`src/rtl/dev_io_pkg.sv`:
```
// Shared definitions for the board-side device I/O controller.
//   io_state_t    : input-handshake FSM states
//   ENTER_REQ     : enter_out bit carrying the processor's input request level
//   ENTER_NEW_OUT : enter_out bit carrying the new-output-word pulse
//   ENTER_READY   : enter_in bit carrying the one-cycle input-ready pulse
package dev_io_pkg;

   typedef enum logic [1:0] {
      IDLE         = 2'd0,
      WAIT_PRESS   = 2'd1,
      ACK          = 2'd2,
      WAIT_RELEASE = 2'd3
   } io_state_t;

   localparam int ENTER_REQ     = 0;
   localparam int ENTER_NEW_OUT = 1;
   localparam int ENTER_READY   = 0;

endpackage

```
`src/rtl/dev_io_ctrl_debouncer.sv`:
```
// Enter-button conditioning: 2-flop synchronizer, stability counter,
// debounced level and a one-cycle rise pulse.
// Ports:
//   clk, reset : system clock, synchronous active-high reset
//   btn_raw    : raw asynchronous button input
//   db_level   : debounced button level
//   db_rise    : one-cycle pulse on a debounced 0->1 transition
// A raw level present at edge E shows up as db_rise sampled at edge
// E+2+DEBOUNCE_CYCLES.
module debouncer
   import dev_io_pkg::*;
#(
   parameter int DEBOUNCE_CYCLES = 50000
) (
   input  logic clk,
   input  logic reset,
   input  logic btn_raw,
   output logic db_level,
   output logic db_rise
);

   localparam int CW = (DEBOUNCE_CYCLES > 1) ? $clog2(DEBOUNCE_CYCLES) : 1;
   localparam logic [CW-1:0] CNT_LAST = CW'(DEBOUNCE_CYCLES - 1);

   logic          sync_1;
   logic          sync_2;
   logic [CW-1:0] cnt;
   logic          differ;
   logic          flip;

   assign differ = (sync_2 != db_level);
   // The sample that would bring the count to DEBOUNCE_CYCLES flips the level.
   assign flip   = differ && (cnt == CNT_LAST);

   always_ff @(posedge clk) begin
      if (reset) begin
         sync_1   <= 1'b0;
         sync_2   <= 1'b0;
         cnt      <= '0;
         db_level <= 1'b0;
         db_rise  <= 1'b0;
      end else begin
         sync_1  <= btn_raw;
         sync_2  <= sync_1;
         db_rise <= flip && !db_level;
         if (!differ) begin
            cnt <= '0;
         end else if (flip) begin
            cnt      <= '0;
            db_level <= ~db_level;
         end else begin
            cnt <= cnt + CW'(1);
         end
      end
   end

endmodule

```
`src/rtl/dev_io_ctrl.sv`:
```
// Board-side I/O controller for the processor device port.
// Debounces the enter button, serves input requests with a one-cycle
// ready pulse and latches processor output words for the display.
// Ports:
//   clk, reset  : system clock, synchronous active-high reset
//   sw          : raw switches, captured into dev_in on a button press
//   btn_enter   : raw bouncing enter button
//   dev_out     : processor output word (only [31:0] is used)
//   enter_out   : [0] input request level, [1] new-output pulse
//   dev_in      : captured switch word, zero-extended
//   enter_in    : [0] input-ready pulse, other bits 0
//   display     : last output word (or instruction count, see below)
//   waiting     : LED, high while an input request waits for a press
//   out_count   : wrapping count of output strobes
// Build option INST_COUNT_EN: adds done_inst / inst_count; display shows
// inst_count while sw[SW_WIDTH-1] is set and the FSM is idle.
//
// state        | meaning
// IDLE         | no request pending
// WAIT_PRESS   | request pending, waiting for a debounced press
// ACK          | switches captured, ready pulse out this cycle
// WAIT_RELEASE | press consumed, waiting for release and request drop
module dev_io_ctrl
   import dev_io_pkg::*;
#(
   parameter int DEBOUNCE_CYCLES = 50000,
   parameter int SW_WIDTH        = 32
) (
   input  logic                clk,
   input  logic                reset,
   input  logic [SW_WIDTH-1:0] sw,
   input  logic                btn_enter,
   input  logic [127:0]        dev_out,
   input  logic [3:0]          enter_out,
   output logic [127:0]        dev_in,
   output logic [3:0]          enter_in,
   output logic [31:0]         display,
   output logic                waiting,
   output logic [7:0]          out_count
`ifdef INST_COUNT_EN
   ,
   input  logic                done_inst,
   output logic [31:0]         inst_count
`endif
);

   io_state_t   state;
   io_state_t   state_nxt;
   logic        capture;
   logic        db_level;
   logic        db_rise;
   logic        req;
   logic [31:0] out_word;
   logic        unused_bits;

   assign req         = enter_out[ENTER_REQ];
   assign unused_bits = ^{dev_out[127:32], enter_out[3:2]};

   debouncer #(
      .DEBOUNCE_CYCLES (DEBOUNCE_CYCLES)
   ) u_debouncer (
      .clk      (clk),
      .reset    (reset),
      .btn_raw  (btn_enter),
      .db_level (db_level),
      .db_rise  (db_rise)
   );

   always_ff @(posedge clk) begin
      if (reset) begin
         state <= IDLE;
      end else begin
         state <= state_nxt;
      end
   end

   always_comb begin
      state_nxt = state;
      capture   = 1'b0;
      unique case (state)
         IDLE: begin
            if (req) state_nxt = WAIT_PRESS;
         end
         WAIT_PRESS: begin
            // Dropping the request wins over a coincident press.
            if (!req) begin
               state_nxt = IDLE;
            end else if (db_rise) begin
               capture   = 1'b1;
               state_nxt = ACK;
            end
         end
         ACK: begin
            state_nxt = WAIT_RELEASE;
         end
         WAIT_RELEASE: begin
            if (!db_level && !req) state_nxt = IDLE;
         end
         default: state_nxt = IDLE;
      endcase
   end

   always_comb begin
      enter_in              = '0;
      enter_in[ENTER_READY] = (state == ACK);
   end

   assign waiting = (state == WAIT_PRESS);

   always_ff @(posedge clk) begin
      if (reset) begin
         dev_in <= '0;
      end else if (capture) begin
         dev_in <= 128'(sw);
      end
   end

   always_ff @(posedge clk) begin
      if (reset) begin
         out_word  <= '0;
         out_count <= '0;
      end else if (enter_out[ENTER_NEW_OUT]) begin
         out_word  <= dev_out[31:0];
         out_count <= out_count + 8'd1;
      end
   end

`ifdef INST_COUNT_EN
   always_ff @(posedge clk) begin
      if (reset) begin
         inst_count <= '0;
      end else if (done_inst) begin
         inst_count <= inst_count + 32'd1;
      end
   end

   assign display = (sw[SW_WIDTH-1] && (state == IDLE)) ? inst_count : out_word;
`else
   assign display = out_word;
`endif

endmodule
```
`config.mk`:
```
export PLATFORM = sky130hd
export DESIGN_NAME = dev_io_ctrl
export DESIGN_NICKNAME = d
export VERILOG_FILES = /design/src/rtl/dev_io_pkg.sv /design/src/rtl/dev_io_ctrl_debouncer.sv /design/src/rtl/dev_io_ctrl.sv
export SDC_FILE = /design/constraint.sdc
export NUM_CORES = 1
export LEC_CHECK = 0
export ABC_AREA = 1
export CORE_MARGIN = 4
export CORE_UTILIZATION = 29
export DETAILED_ROUTE_END_ITERATION = 16
export GPL_TIMING_DRIVEN = 0
export PLACE_DENSITY = 0.74
export SLEW_MARGIN = 10
export SYNTH_ARGS = -nofsm -noshare
export SYNTH_HDL_FRONTEND = slang
export SYNTH_HIERARCHICAL = 1
export SYNTH_SLANG_ARGS = --single-unit
```
`constraint.sdc`:
```
create_clock -name clk -period 1.3 [get_ports clk]
set_input_delay 0.26 -clock clk [delete_from_list [all_inputs] [get_ports clk]]
set_output_delay 0.26 -clock clk [all_outputs]
set_load 0.02 [all_outputs]
```
==> flow_summary.toml <==
[route]
drcViolationCount = 0
vias_per_cell = 3.98
wl_per_cell_um = 12.2
wirelength_um = 12800
drt-initial-drc-count = 207
ant_nets = 0
vias = 4196
first_pass_iters = 4

[place]
placedCellCount = 1019
dp.final_hpwl_um = 9470
portBuffers = 141
gp_congestion = 0.802
place_area_sq_um = 6500

[timing]
rsz0062_at_grt = "yes"
post-route-period-util_pct = 101
slew_viol_final = 0
final.min_clock_period_ns = 1.31
report.final.setup_viol = 1
fin_tns_setup_ns = -0.00741
fin_skew_ns = 0.00712
final_hold_viol_count = 0
max_freq_ghz = 0.765
finalWorstSetupSlack_ns = -0.00741
worst_hold_slack_ns = 0.245

[logic_synthesis]
synth-compound-area-share_pct = 8.10
synth-simple-area-share_pct = 24.8
muxShareOfSynthArea_pct = 0
yosys_warnings = 6
ys_types = 30
synthAdderAreaFrac_pct = 0.561
syn_area_sq_um = 4460
syn_inst = 592
synth_top_family_by_area = "simple AND/OR/NAND/NOR gates"
ys_seq_area_share_pct = 42.2
ys_ff_latch = 94
synth_xor_area_share_pct = 2.33
avgSynthCellArea_sq_um = 7.54

[cts]
clockBufferDepth = 2
clk_pin_slew_ns = 0.07
numCtsBuffers = 9
htree_levels = 3
postCtsHoldBufs = 0
clock_latency_ns = 0.35
cts_sinks = 94
cts_tree = "built"
root_buffer = "clkbuf_16"

[pwr]
internal_power_mw = 5.06
switching_share_pct = 26.7
pwr-share-clk_pct = 39.5
p_leak_nw = 3.32
ir_worst_vdd_v = 0.000525
seqPwrFrac_pct = 43.4
p_comb_share_pct = 17.1
power-per-cell-area_nw_per_um2 = 961
total_power_mw = 6.91
p_switching_mw = 1.84

[layout]
antenna_cells = 0
fin_area_sq_um = 7190
final_cells = 1054
fin_nets = 1030
fill_cells = 1499
drive_gt1_share_pct = 30.7
syn2layout_area_growth_pct = 61.0

[run_status]
violations = "negative setup slack"
status = "finished, violations left"

[setup_path]
crit_arrival_ns = 1.05
critPathCaptureType = "output pin"
path_class = "reg2out"
crit_path_start_kind = "register"
worstPathRequired_ns = 1.04
path_max_fanout = 4

[grt]
antenna_found_initial = 0
grt_pass1_wl_um = 19000
overflow = 0
grt_pass1_vias = 3743
grt_start_max_net_pins = 17
grt_usage_pct = 13.5

[die]
io-pin-count = 340
start_util_pct = 29.5
core_sq_um = 15100
rows = 45
die_h_um = 132
die_w_um = 132
fp.dieArea_sq_um = 17400

[min_path]
hp-class = "in2reg"

[job]
maxCapViolCount = 0
[synthesized netlist by cell type]
library cell	n	area, sq um
and3_1	1	6.26
nor2_1	169	634
inv_1	28	105
buf_2	3	15.0
buf_4	100	751
conb_1	1	3.75
clkinv_2	1	5.00
clkinv_1	1	3.75
nand3_4	2	35.0
inv_2	1	3.75
nand4_1	6	37.5
ha_1	2	25.0
xor2_1	6	52.6
o21ai_1	11	55.1
xnor2_1	4	35.0
xor2_2	1	16.3
nor3_1	5	25.0
clkbuf_1	10	37.5
nand2_1	47	176
and2_0	1	6.26
nor2_4	3	33.8
clkbuf_2	3	15.0
o21ai_0	56	280
dfxtp_1	94	1880
a21oi_1	4	20.0
nand3_1	16	80.1
nand3_2	1	10.0
nor2_2	10	62.6
buf_6	4	45.0
a31oi_1	1	6.26
[layer usage]
| metal | wire length [um] | global-route usage (%) | vias up |
|---|---|---|---|
| met4 | 245 | 6.42 | 0 |
| li1 | - | - | 2196 |
| met1 | 5270 | 14.9 | 1839 |
| met5 | 0 | 0 | - |
| met2 | 6480 | 24.2 | 146 |
| met3 | 836 | 3.55 | 15 |
[worst paths after layout]
check / from / to / slack (ns) / cells after the start
worst max-delay path: state[0] / enter_in[0] / -0.007 / 3
worst min-delay path: enter_out[1] / display[22] / 0.24 / 3
worst max register to register: u_debouncer/cnt[0] / u_debouncer/cnt[10] / 0.01 / 6
worst min register to register: u_debouncer/sync_1 / u_debouncer/sync_2 / 0.40 / 2
[flip-flops by register name, indices dropped and copies added (netlist names), named ones only]
register / cells
u_debouncer/sync_1: 1
u_debouncer/cnt: 16
display: 32
dev_in: 32
u_debouncer/sync_2: 1
u_debouncer/db_level: 1
state: 1
u_debouncer/db_rise: 1
out_count: 8
[critical path, stage by stage (launching register included)]
cell	delay, ns
dfxtp_4	0.36
buf_4	0.14
nor2_4	0.08
buf_6	0.12
[cell usage in the layout (no fill, tap or decap), types with 2 or more instances in the layout]
master	netlist	routed
a21oi_1	4	4
buf_12	0	4
buf_2	3	8
buf_4	100	113
buf_6	4	4
buf_8	0	2
clkbuf_1	10	7
clkbuf_16	0	14
clkbuf_2	3	34
clkdlybuf4s15_1	0	29
clkdlybuf4s15_2	0	6
clkdlybuf4s50_1	0	66
conb_1	1	99
dfxtp_1	94	84
dfxtp_2	0	7
dfxtp_4	0	3
dlygate4sd2_1	0	3
inv_1	28	27
inv_4	0	2
inv_6	0	2
nand2_1	47	45
nand2_2	0	2
nand3_1	16	14
nand3_2	1	2
nand3_4	2	3
nand4_1	6	6
nor2_1	169	142
nor2_2	10	25
nor2_4	3	15
nor3_1	5	4
o21ai_0	56	43
o21ai_1	11	14
o21ai_2	0	7
o21ai_4	0	3
xnor2_1	4	4
xor2_1	6	5
xor2_2	1	2
[cell type report]
| class | count | area [sq um] | share of cell area [%] |
|---|---|---|---|
| flip-flops and latches | 94 | 1900 | 26.5 |
| multi-input cells | 445 | 2200 | 30.7 |
| inverters | 31 | 135 | 1.88 |
| repair buffers | 160 | 1490 | 20.8 |
| well taps | 188 | 235 | 3.27 |
| clock inverters | 5 | 63.8 | 0.888 |
| clock buffers | 11 | 243 | 3.38 |
| plain buffers | 120 | 913 | 12.7 |
[what timing repair did]
item	4_1_cts	5_1_grt
gates resized for setup	154	163
pin swaps	0	33
cloned	0	5
hold endpoints to repair	0	0
endpoints found under the setup margin	155	99
buffers inserted	2	12
[logic make-up (layout without fill, tap and decap cells)]
kind of cell / count (synthesis) / after routing
compound gates: 72 / 72
xor+xnor: 11 / 11
fa+ha+maj: 2 / 2
buf+inv: 151 / 327
flops: 94 / 94
other cells: 1 / 99
simple gates: 261 / 261
[power groups by stage]
| stage | logic, mW | clock network, mW | registers (mW) |
|---|---|---|---|
| 4_1_cts | 1.15 | 2.83 | 3.00 |
| 3_3_place_gp | 1.18 | 0 | 3.07 |
| 6_report | 1.18 | 2.73 | 3.00 |
| 3_5_place_dp | 1.18 | 0 | 3.07 |
| 2_1_floorplan | 0.663 | 0 | 3.16 |
| 5_1_grt | 1.28 | 2.93 | 3.01 |
[through the flow]
stage	setup slack [ns]	utilization, %
floorplan	0.0191	-
global placement	-0.747	42.9
detailed placement	-0.732	42.9
CTS	-0.0200	45.1
global route	-0.0940	47.5
finish	-0.00741	47.5
(Power assumes the default switching activity.)
